`src/rtl/i2cmb_cmd_sequencer.sv`:
```
// Wishbone master that drives the i2cmb register set (CSR/DPR/CMDR) through
// complete I2C transfers: Set Bus, Start, Address, data bytes, Stop.
module i2cmb_cmd_sequencer #(
  parameter int LEN_W   = 8,
  parameter int TIMEOUT = 65535
) (
  input  logic             clk_i,
  input  logic             rst_n_i,
  input  logic             req_valid,
  output logic             req_ready,
  input  logic [3:0]       req_bus,
  input  logic [6:0]       req_addr,
  input  logic             req_rnw,
  input  logic [LEN_W-1:0] req_len,
  input  logic             wr_valid,
  output logic             wr_ready,
  input  logic [7:0]       wr_data,
  output logic             rd_valid,
  output logic [7:0]       rd_data,
  output logic             done,
  output logic [2:0]       status,
  output logic [1:0]       wb_adr_o,
  output logic [7:0]       wb_dat_o,
  input  logic [7:0]       wb_dat_i,
  output logic             wb_cyc_o,
  output logic             wb_stb_o,
  output logic             wb_we_o,
  input  logic             wb_ack_i,
  input  logic             irq_i
);
  localparam int TW = (TIMEOUT < 2) ? 1 : $clog2(TIMEOUT);

  typedef enum logic [3:0] {
    S_INIT, S_INIT_W, S_IDLE, S_STEP, S_DPR_W, S_CMD, S_CMD_W, S_IRQ,
    S_STAT_R, S_DECODE, S_WRWAIT, S_WRTAKE, S_RD_DPR, S_DONE
  } state_t;
  typedef enum logic [2:0] {
    P_SETBUS, P_START, P_ADDR, P_WDATA, P_RDATA, P_STOP
  } phase_t;

  state_t           r_state;
  phase_t           r_phase;
  logic [3:0]       r_bus;
  logic [6:0]       r_addr;
  logic             r_rnw;
  logic [LEN_W-1:0] r_cnt;
  logic [7:0]       r_wbyte;
  logic [2:0]       r_stat;     // {nak, al, err} from last CMDR read
  logic [2:0]       r_status;   // {nak, al, err/timeout}
  logic [TW-1:0]    r_timer;
  logic             r_req_ready, r_wr_ready, r_rd_valid, r_done;
  logic [7:0]       r_rd_data, r_dat;
  logic [1:0]       r_adr;
  logic             r_cyc, r_stb, r_we;
  logic [7:0]       w_cmd, w_op;
  logic             w_has_op, w_last;

  assign req_ready = r_req_ready;
  assign wr_ready  = r_wr_ready;
  assign rd_valid  = r_rd_valid;
  assign rd_data   = r_rd_data;
  assign done      = r_done;
  assign status    = r_status;
  assign wb_adr_o  = r_adr;
  assign wb_dat_o  = r_dat;
  assign wb_cyc_o  = r_cyc;
  assign wb_stb_o  = r_stb;
  assign wb_we_o   = r_we;

  assign w_last = (r_cnt == LEN_W'(1));

  // Command byte and optional DPR operand for the current phase
  always_comb begin
    w_cmd    = 8'h05;
    w_op     = 8'h00;
    w_has_op = 1'b0;
    case (r_phase)
      P_SETBUS: begin w_cmd = 8'h06; w_op = {4'h0, r_bus}; w_has_op = 1'b1; end
      P_START:  w_cmd = 8'h04;
      P_ADDR:   begin w_cmd = 8'h01; w_op = {r_addr, r_rnw}; w_has_op = 1'b1; end
      P_WDATA:  begin w_cmd = 8'h01; w_op = r_wbyte; w_has_op = 1'b1; end
      P_RDATA:  w_cmd = w_last ? 8'h03 : 8'h02;  // NAK the final byte
      default:  w_cmd = 8'h05;
    endcase
  end

  // Sequencer FSM with Wishbone access handling; all outputs registered
  always_ff @(posedge clk_i or negedge rst_n_i) begin
    if (!rst_n_i) begin
      r_state <= S_INIT;   r_phase <= P_SETBUS;
      r_bus <= '0;         r_addr <= '0;       r_rnw <= 1'b0;
      r_cnt <= '0;         r_wbyte <= '0;      r_stat <= '0;
      r_status <= '0;      r_timer <= '0;
      r_req_ready <= 1'b0; r_wr_ready <= 1'b0; r_rd_valid <= 1'b0;
      r_done <= 1'b0;      r_rd_data <= '0;    r_dat <= '0;
      r_adr <= '0;         r_cyc <= 1'b0;      r_stb <= 1'b0;
      r_we <= 1'b0;
    end else begin
      r_done     <= 1'b0;
      r_rd_valid <= 1'b0;
      case (r_state)
        S_INIT: begin
          r_cyc <= 1'b1; r_stb <= 1'b1; r_we <= 1'b1;
          r_adr <= 2'd0; r_dat <= 8'hC0;  // core enable + interrupt enable
          r_state <= S_INIT_W;
        end
        S_INIT_W: if (wb_ack_i) begin
          r_cyc <= 1'b0; r_stb <= 1'b0; r_we <= 1'b0;
          r_req_ready <= 1'b1;
          r_state <= S_IDLE;
        end
        S_IDLE: if (req_valid) begin
          r_bus <= req_bus; r_addr <= req_addr; r_rnw <= req_rnw;
          r_cnt <= req_len; r_phase <= P_SETBUS;
          r_req_ready <= 1'b0;
          if (req_len == '0) begin
            r_status <= 3'b001;
            r_state  <= S_DONE;
          end else begin
            r_status <= 3'b000;
            r_state  <= S_STEP;
          end
        end
        S_STEP: begin
          r_cyc <= 1'b1; r_stb <= 1'b1; r_we <= 1'b1;
          if (w_has_op) begin
            r_adr <= 2'd1; r_dat <= w_op; r_state <= S_DPR_W;
          end else begin
            r_adr <= 2'd2; r_dat <= w_cmd; r_state <= S_CMD_W;
          end
        end
        S_DPR_W: if (wb_ack_i) begin
          r_cyc <= 1'b0; r_stb <= 1'b0; r_we <= 1'b0;
          r_state <= S_CMD;
        end
        S_CMD: begin
          r_cyc <= 1'b1; r_stb <= 1'b1; r_we <= 1'b1;
          r_adr <= 2'd2; r_dat <= w_cmd;
          r_state <= S_CMD_W;
        end
        S_CMD_W: if (wb_ack_i) begin
          r_cyc <= 1'b0; r_stb <= 1'b0; r_we <= 1'b0;
          r_timer <= '0;
          r_state <= S_IRQ;
        end
        S_IRQ: begin
          if (irq_i) begin
            r_cyc <= 1'b1; r_stb <= 1'b1; r_we <= 1'b0; r_adr <= 2'd2;
            r_state <= S_STAT_R;
          end else if (r_timer == TW'(TIMEOUT - 1)) begin
            r_status[0] <= 1'b1;
            if (r_phase == P_STOP) r_state <= S_DONE;
            else begin r_phase <= P_STOP; r_state <= S_STEP; end
          end else begin
            r_timer <= r_timer + 1'b1;
          end
        end
        S_STAT_R: if (wb_ack_i) begin
          r_cyc <= 1'b0; r_stb <= 1'b0;
          r_stat <= wb_dat_i[6:4];
          r_state <= S_DECODE;
        end
        S_DECODE: begin
          if (r_stat[1]) begin
            // arbitration lost: bus no longer ours, so no STOP
            r_status[1] <= 1'b1;
            r_state <= S_DONE;
          end else if (r_stat[0]) begin
            r_status[0] <= 1'b1;
            if (r_phase == P_STOP) r_state <= S_DONE;
            else begin r_phase <= P_STOP; r_state <= S_STEP; end
          end else if (r_stat[2] && (r_phase == P_ADDR || r_phase == P_WDATA)) begin
            r_status[2] <= 1'b1;
            r_phase <= P_STOP; r_state <= S_STEP;
          end else begin
            case (r_phase)
              P_SETBUS: begin r_phase <= P_START; r_state <= S_STEP; end
              P_START:  begin r_phase <= P_ADDR;  r_state <= S_STEP; end
              P_ADDR: begin
                if (r_rnw) begin r_phase <= P_RDATA; r_state <= S_STEP; end
                else begin r_phase <= P_WDATA; r_state <= S_WRWAIT; end
              end
              P_WDATA: begin
                if (w_last) begin r_phase <= P_STOP; r_state <= S_STEP; end
                else begin r_cnt <= r_cnt - LEN_W'(1); r_state <= S_WRWAIT; end
              end
              P_RDATA: begin
                r_cyc <= 1'b1; r_stb <= 1'b1; r_we <= 1'b0; r_adr <= 2'd1;
                r_state <= S_RD_DPR;
              end
              default: r_state <= S_DONE;
            endcase
          end
        end
        // one-cycle wr_ready pulse; wr_valid is held by the producer
        S_WRWAIT: if (wr_valid) begin
          r_wr_ready <= 1'b1;
          r_state <= S_WRTAKE;
        end
        S_WRTAKE: begin
          r_wr_ready <= 1'b0;
          r_wbyte <= wr_data;
          r_state <= S_STEP;
        end
        S_RD_DPR: if (wb_ack_i) begin
          r_cyc <= 1'b0; r_stb <= 1'b0;
          r_rd_data <= wb_dat_i;
          r_rd_valid <= 1'b1;
          if (w_last) r_phase <= P_STOP;
          else r_cnt <= r_cnt - LEN_W'(1);
          r_state <= S_STEP;
        end
        S_DONE: begin
          r_done <= 1'b1;
          r_req_ready <= 1'b1;
          r_state <= S_IDLE;
        end
        default: r_state <= S_INIT;
      endcase
    end
  end
endmodule

```
`config.mk`:
```
export PLATFORM = sky130hd
export DESIGN_NAME = i2cmb_cmd_sequencer
export DESIGN_NICKNAME = d
export VERILOG_FILES = /design/src/rtl/i2cmb_cmd_sequencer.sv
export SDC_FILE = /design/constraint.sdc
export NUM_CORES = 1
export LEC_CHECK = 0
export BUFFER_PORTS_ARGS = -buffer_cell sky130_fd_sc_hd__buf_4
export CAP_MARGIN = 15
export CORE_ASPECT_RATIO = 1.1
export CORE_MARGIN = 2
export CORE_UTILIZATION = 60
export CTS_BUF_LIST = sky130_fd_sc_hd__clkbuf_8
export DETAILED_ROUTE_END_ITERATION = 16
export HOLD_SLACK_MARGIN = 0.05
export PLACE_DENSITY = 0.86
export SYNTH_ARGS = -nofsm -noshare
export SYNTH_HDL_FRONTEND = slang
export SYNTH_SLANG_ARGS = --single-unit
```
`constraint.sdc`:
```
create_clock -name clk_i -period 4.92 [get_ports clk_i]
set_clock_uncertainty 0.1 [all_clocks]
set_input_delay 0.738 -clock clk_i [delete_from_list [all_inputs] [get_ports clk_i]]
set_output_delay 0.738 -clock clk_i [all_outputs]
set_load 0.005 [all_outputs]
```
==> results.md <==
* 1st-pass router iterations at 5
* Chip width at 87.86 um
* CORE AREA at 7473 sq um
* Placement row count at 33
* Starting Density at 0.6210
* Postcts setup bufs at 0
* Num CTS Buffers at 9
* DRC viols at 0
* Post-Syn Nets at 510
* Max transition margin at 0.3259
* Yosys Warn Count at 0
* Vias in the first global route at around 3600
* Worst-Margin Slew at between 1000 and 1500 ps
* TritonCTS clock tree: done
* Reg2reg end: wb_adr_o[0]
* Synth cell types at 77
* Slew Viols, Final at 0
* P&R area growth vs syn at 14.51%
* Worst r2r path cells at 5
* # Max-Cap Violations at 0
* Crit. End Element: flip-flop
* CTS resizes at 0
* Setup TNS at 0 ps
* # diodes at 0
* CP Data Arrival Time at 3010 ps
* Mapped Avg Cell Area at 10.00 sq um
* Die ar. at 8455 sq um
* Max Buffers Root-to-Sink at 2
* Util after Layout at 0.7110
* Number of fillers in the final layout at 539
* CP Launch Type: flip-flop
* Clock network fraction of design power at 0.159
* CTS clk-pin slew, worst paths at about 90 ps
* Overall power at 2.863 mW
* Critical path class: reg2reg
* VDD IR max at 0.3271 mV
* Htree depth at 3
* Crit share post-route at 0.5812
* GRT Overall Usage at 0.2635
* Initial DRC Count at 289
* Pwr/cell area at ~540 nW/um^2
* Final hold violation count at 0
* Hold/Removal Path Class: in2async
* GPL Wtd Cong at roughly 0.92
* Reg2reg start: r_state[0]
* Routed vias at 3838
* Clock latency at the later pin of the worst-skew pair at 360 ps
* Drt total wl at 10.63 mm
* RSZ-0062 raised after global routing: no
* Post-Synthesis Cells at 464
* Achievable frequency at around 350 MHz
* Switching Fraction at 0.4019
* Worst Path Required at 5070 ps
* Largest net degree at the start of global routing at 82
* Pint at 1.712 mW
* Number of antenna-violating nets in the routed design at 0
* I/O pin cnt at 70
* Mapped Area at 4641 sq um
* Final nets at 564
* FF-to-FF setup slack at 2060 ps
* Crit-path max FO at 27
* Logic pwr share at 0.413
* Pleak at 2.278 nW
* Hold buffer count at CTS at 0
* Final setup violation count at 0
* Number of synthesized register bits at 81
* Die extent in y at slightly below 100 um
* Top_reg_cell synth: dfrtp_1
* First-pass GRT wire length at ~17 mm
* Flop pwr share at 0.428
* Ratio of cells with drive above 1 in the final layout at 0.2772
* Ys async rst share at 1.000
* Post-synth EDFFs at 0
* Psw at 1.151 mW
* Seq/Total Area, Yosys at 0.4368
* Initial antenna violation count at 0
* Port Buffer Count at 69
* Final min period at 2859 ps
* Clock sinks at 81
* Status: finished, final reports clean
* DP Wirelength at 7.576 mm
* Wire per inst at 16.93 um
* Root Driver: clkbuf_8
* Vias per cell at between 6 and 7
* GRT overflow at 0
## synthesized netlist by cell type (4+ instances only)
master	instances	area, sq um
o22a_1	6	52.55
nor3_1	11	55.05
nand2_1	36	135.1
mux2_2	35	394.1
a21oi_1	25	125.1
ha_1	4	50.05
mux2i_1	7	70.07
clkbuf_1	10	37.54
or3_1	6	37.54
nor2_1	33	123.9
a31oi_1	6	37.54
nor3b_1	5	37.54
nand3_1	11	55.05
buf_4	5	37.54
nor4_1	11	68.82
xnor2_1	10	87.58
nand4_1	5	31.28
o31ai_1	6	45.04
dfrtp_1	81	2027
o21ai_0	29	145.1
buf_2	7	35.03
nor2b_1	9	56.30
inv_1	12	45.04
nand2b_1	11	68.82
a211oi_1	6	45.04
## power by group through the flow
stage,Sequential [mW],Clock (mW),Combinational (mW)
after floorplan,1.06,0,0.999
after global placement,1.21,0,1.14
after detailed placement,1.23,0,1.18
after CTS,1.21,0.461,1.19
after global routing,1.26,0.486,1.30
final,1.23,0.454,1.18
## cell families (layout without fill, tap and decap cells)
kind of cell    Yosys count  count (layout)  share of synthesized area
simple gates            169             169                     0.2079
compound gates          118             118                     0.1793
flops                    81              81                     0.4368
mux                      42              42                     0.1000
buf+inv                  38              97                    0.04260
xor+xnor                 12              12                    0.02265
fa+ha+maj                 4               4                    0.01079
## worst max path at each step
stage	start	end	slack (ps)	cells past startpoint
3_5_place_dp	r_state[0]	wb_adr_o[0]	2160	5
5_1_grt	r_state[0]	wb_adr_o[0]	1900	5
4_1_cts	r_state[0]	wb_adr_o[0]	2140	5
6_report	r_state[0]	wb_adr_o[0]	2060	5
2_1_floorplan	wb_ack_i	r_timer[15]	2680	6
3_3_place_gp	r_state[0]	wb_adr_o[0]	2340	5
## area by class of cell
cell class	count	area, sq um	area share
Timing Repair Buffer	69	518.0	0.09748
Clock inverter	7	52.55	0.009889
Sequential cell	81	2027	0.3814
Tap cell	105	131.4	0.02472
Multi-Input combinational cell	345	2416	0.4547
Inverter	12	45.04	0.008477
Clock buffer	9	123.9	0.02331
## sequential cells by signal, summed over array words and instances (netlist names), 2 cells and up
name,flops
r_cnt,8
wb_dat_o,8
r_wbyte,8
r_bus,4
r_phase,3
r_timer,16
wb_adr_o,2
r_addr,7
r_stat,3
r_state,4
status,3
rd_data,8
## critical path, cell delays in order (launching register included)
cell and delay, ps:
dfrtp_1 900, nor2b_1 420, nand2_1 210, nor4_1 560, o31ai_1 240, a211o_1 330
## metal layers
metal  wire (um)  global-route usage
met1        4484              0.3502
met4         233              0.1128
met5           0                   0
met3         522             0.03859
met2        5393              0.4306
## layout by cell type (no fill, tap or decap), types with 3 or more instances in the layout
| master | instances |
|---|---|
| dfrtp_1 | 81 |
| buf_4 | 69 |
| nand2_1 | 36 |
| mux2_2 | 35 |
| nor2_1 | 33 |
| o21ai_0 | 29 |
| a21oi_1 | 25 |
| inv_1 | 13 |
| nor3_1 | 11 |
| nand2b_1 | 11 |
| nand3_1 | 11 |
| nor4_1 | 11 |
| xnor2_1 | 10 |
| nor2b_1 | 9 |
| clkbuf_8 | 9 |
| mux2i_1 | 7 |
| a31oi_1 | 6 |
| a211oi_1 | 6 |
| or3_1 | 6 |
| o22a_1 | 6 |
| o31ai_1 | 6 |
| nor3b_1 | 5 |
| nand4_1 | 5 |
| ha_1 | 4 |
| or2_2 | 3 |
| a21o_1 | 3 |
| and2b_2 | 3 |
| o211ai_1 | 3 |
| a22o_1 | 3 |
| clkinvlp_4 | 3 |
| inv_6 | 3 |
## metrics by stage
step	std cells	setup WS, ps	hold WS [ps]	cell area (sq um)
after detailed placement	612	2158	378.7	5137
after global placement	612	2341	375.8	5137
final	628	2061	394.8	5314
after floorplan	464	2678	342.4	4641
after global routing	628	1901	418.9	5314
after CTS	628	2139	399.5	5314
Power figures use the tool's default switching activity.
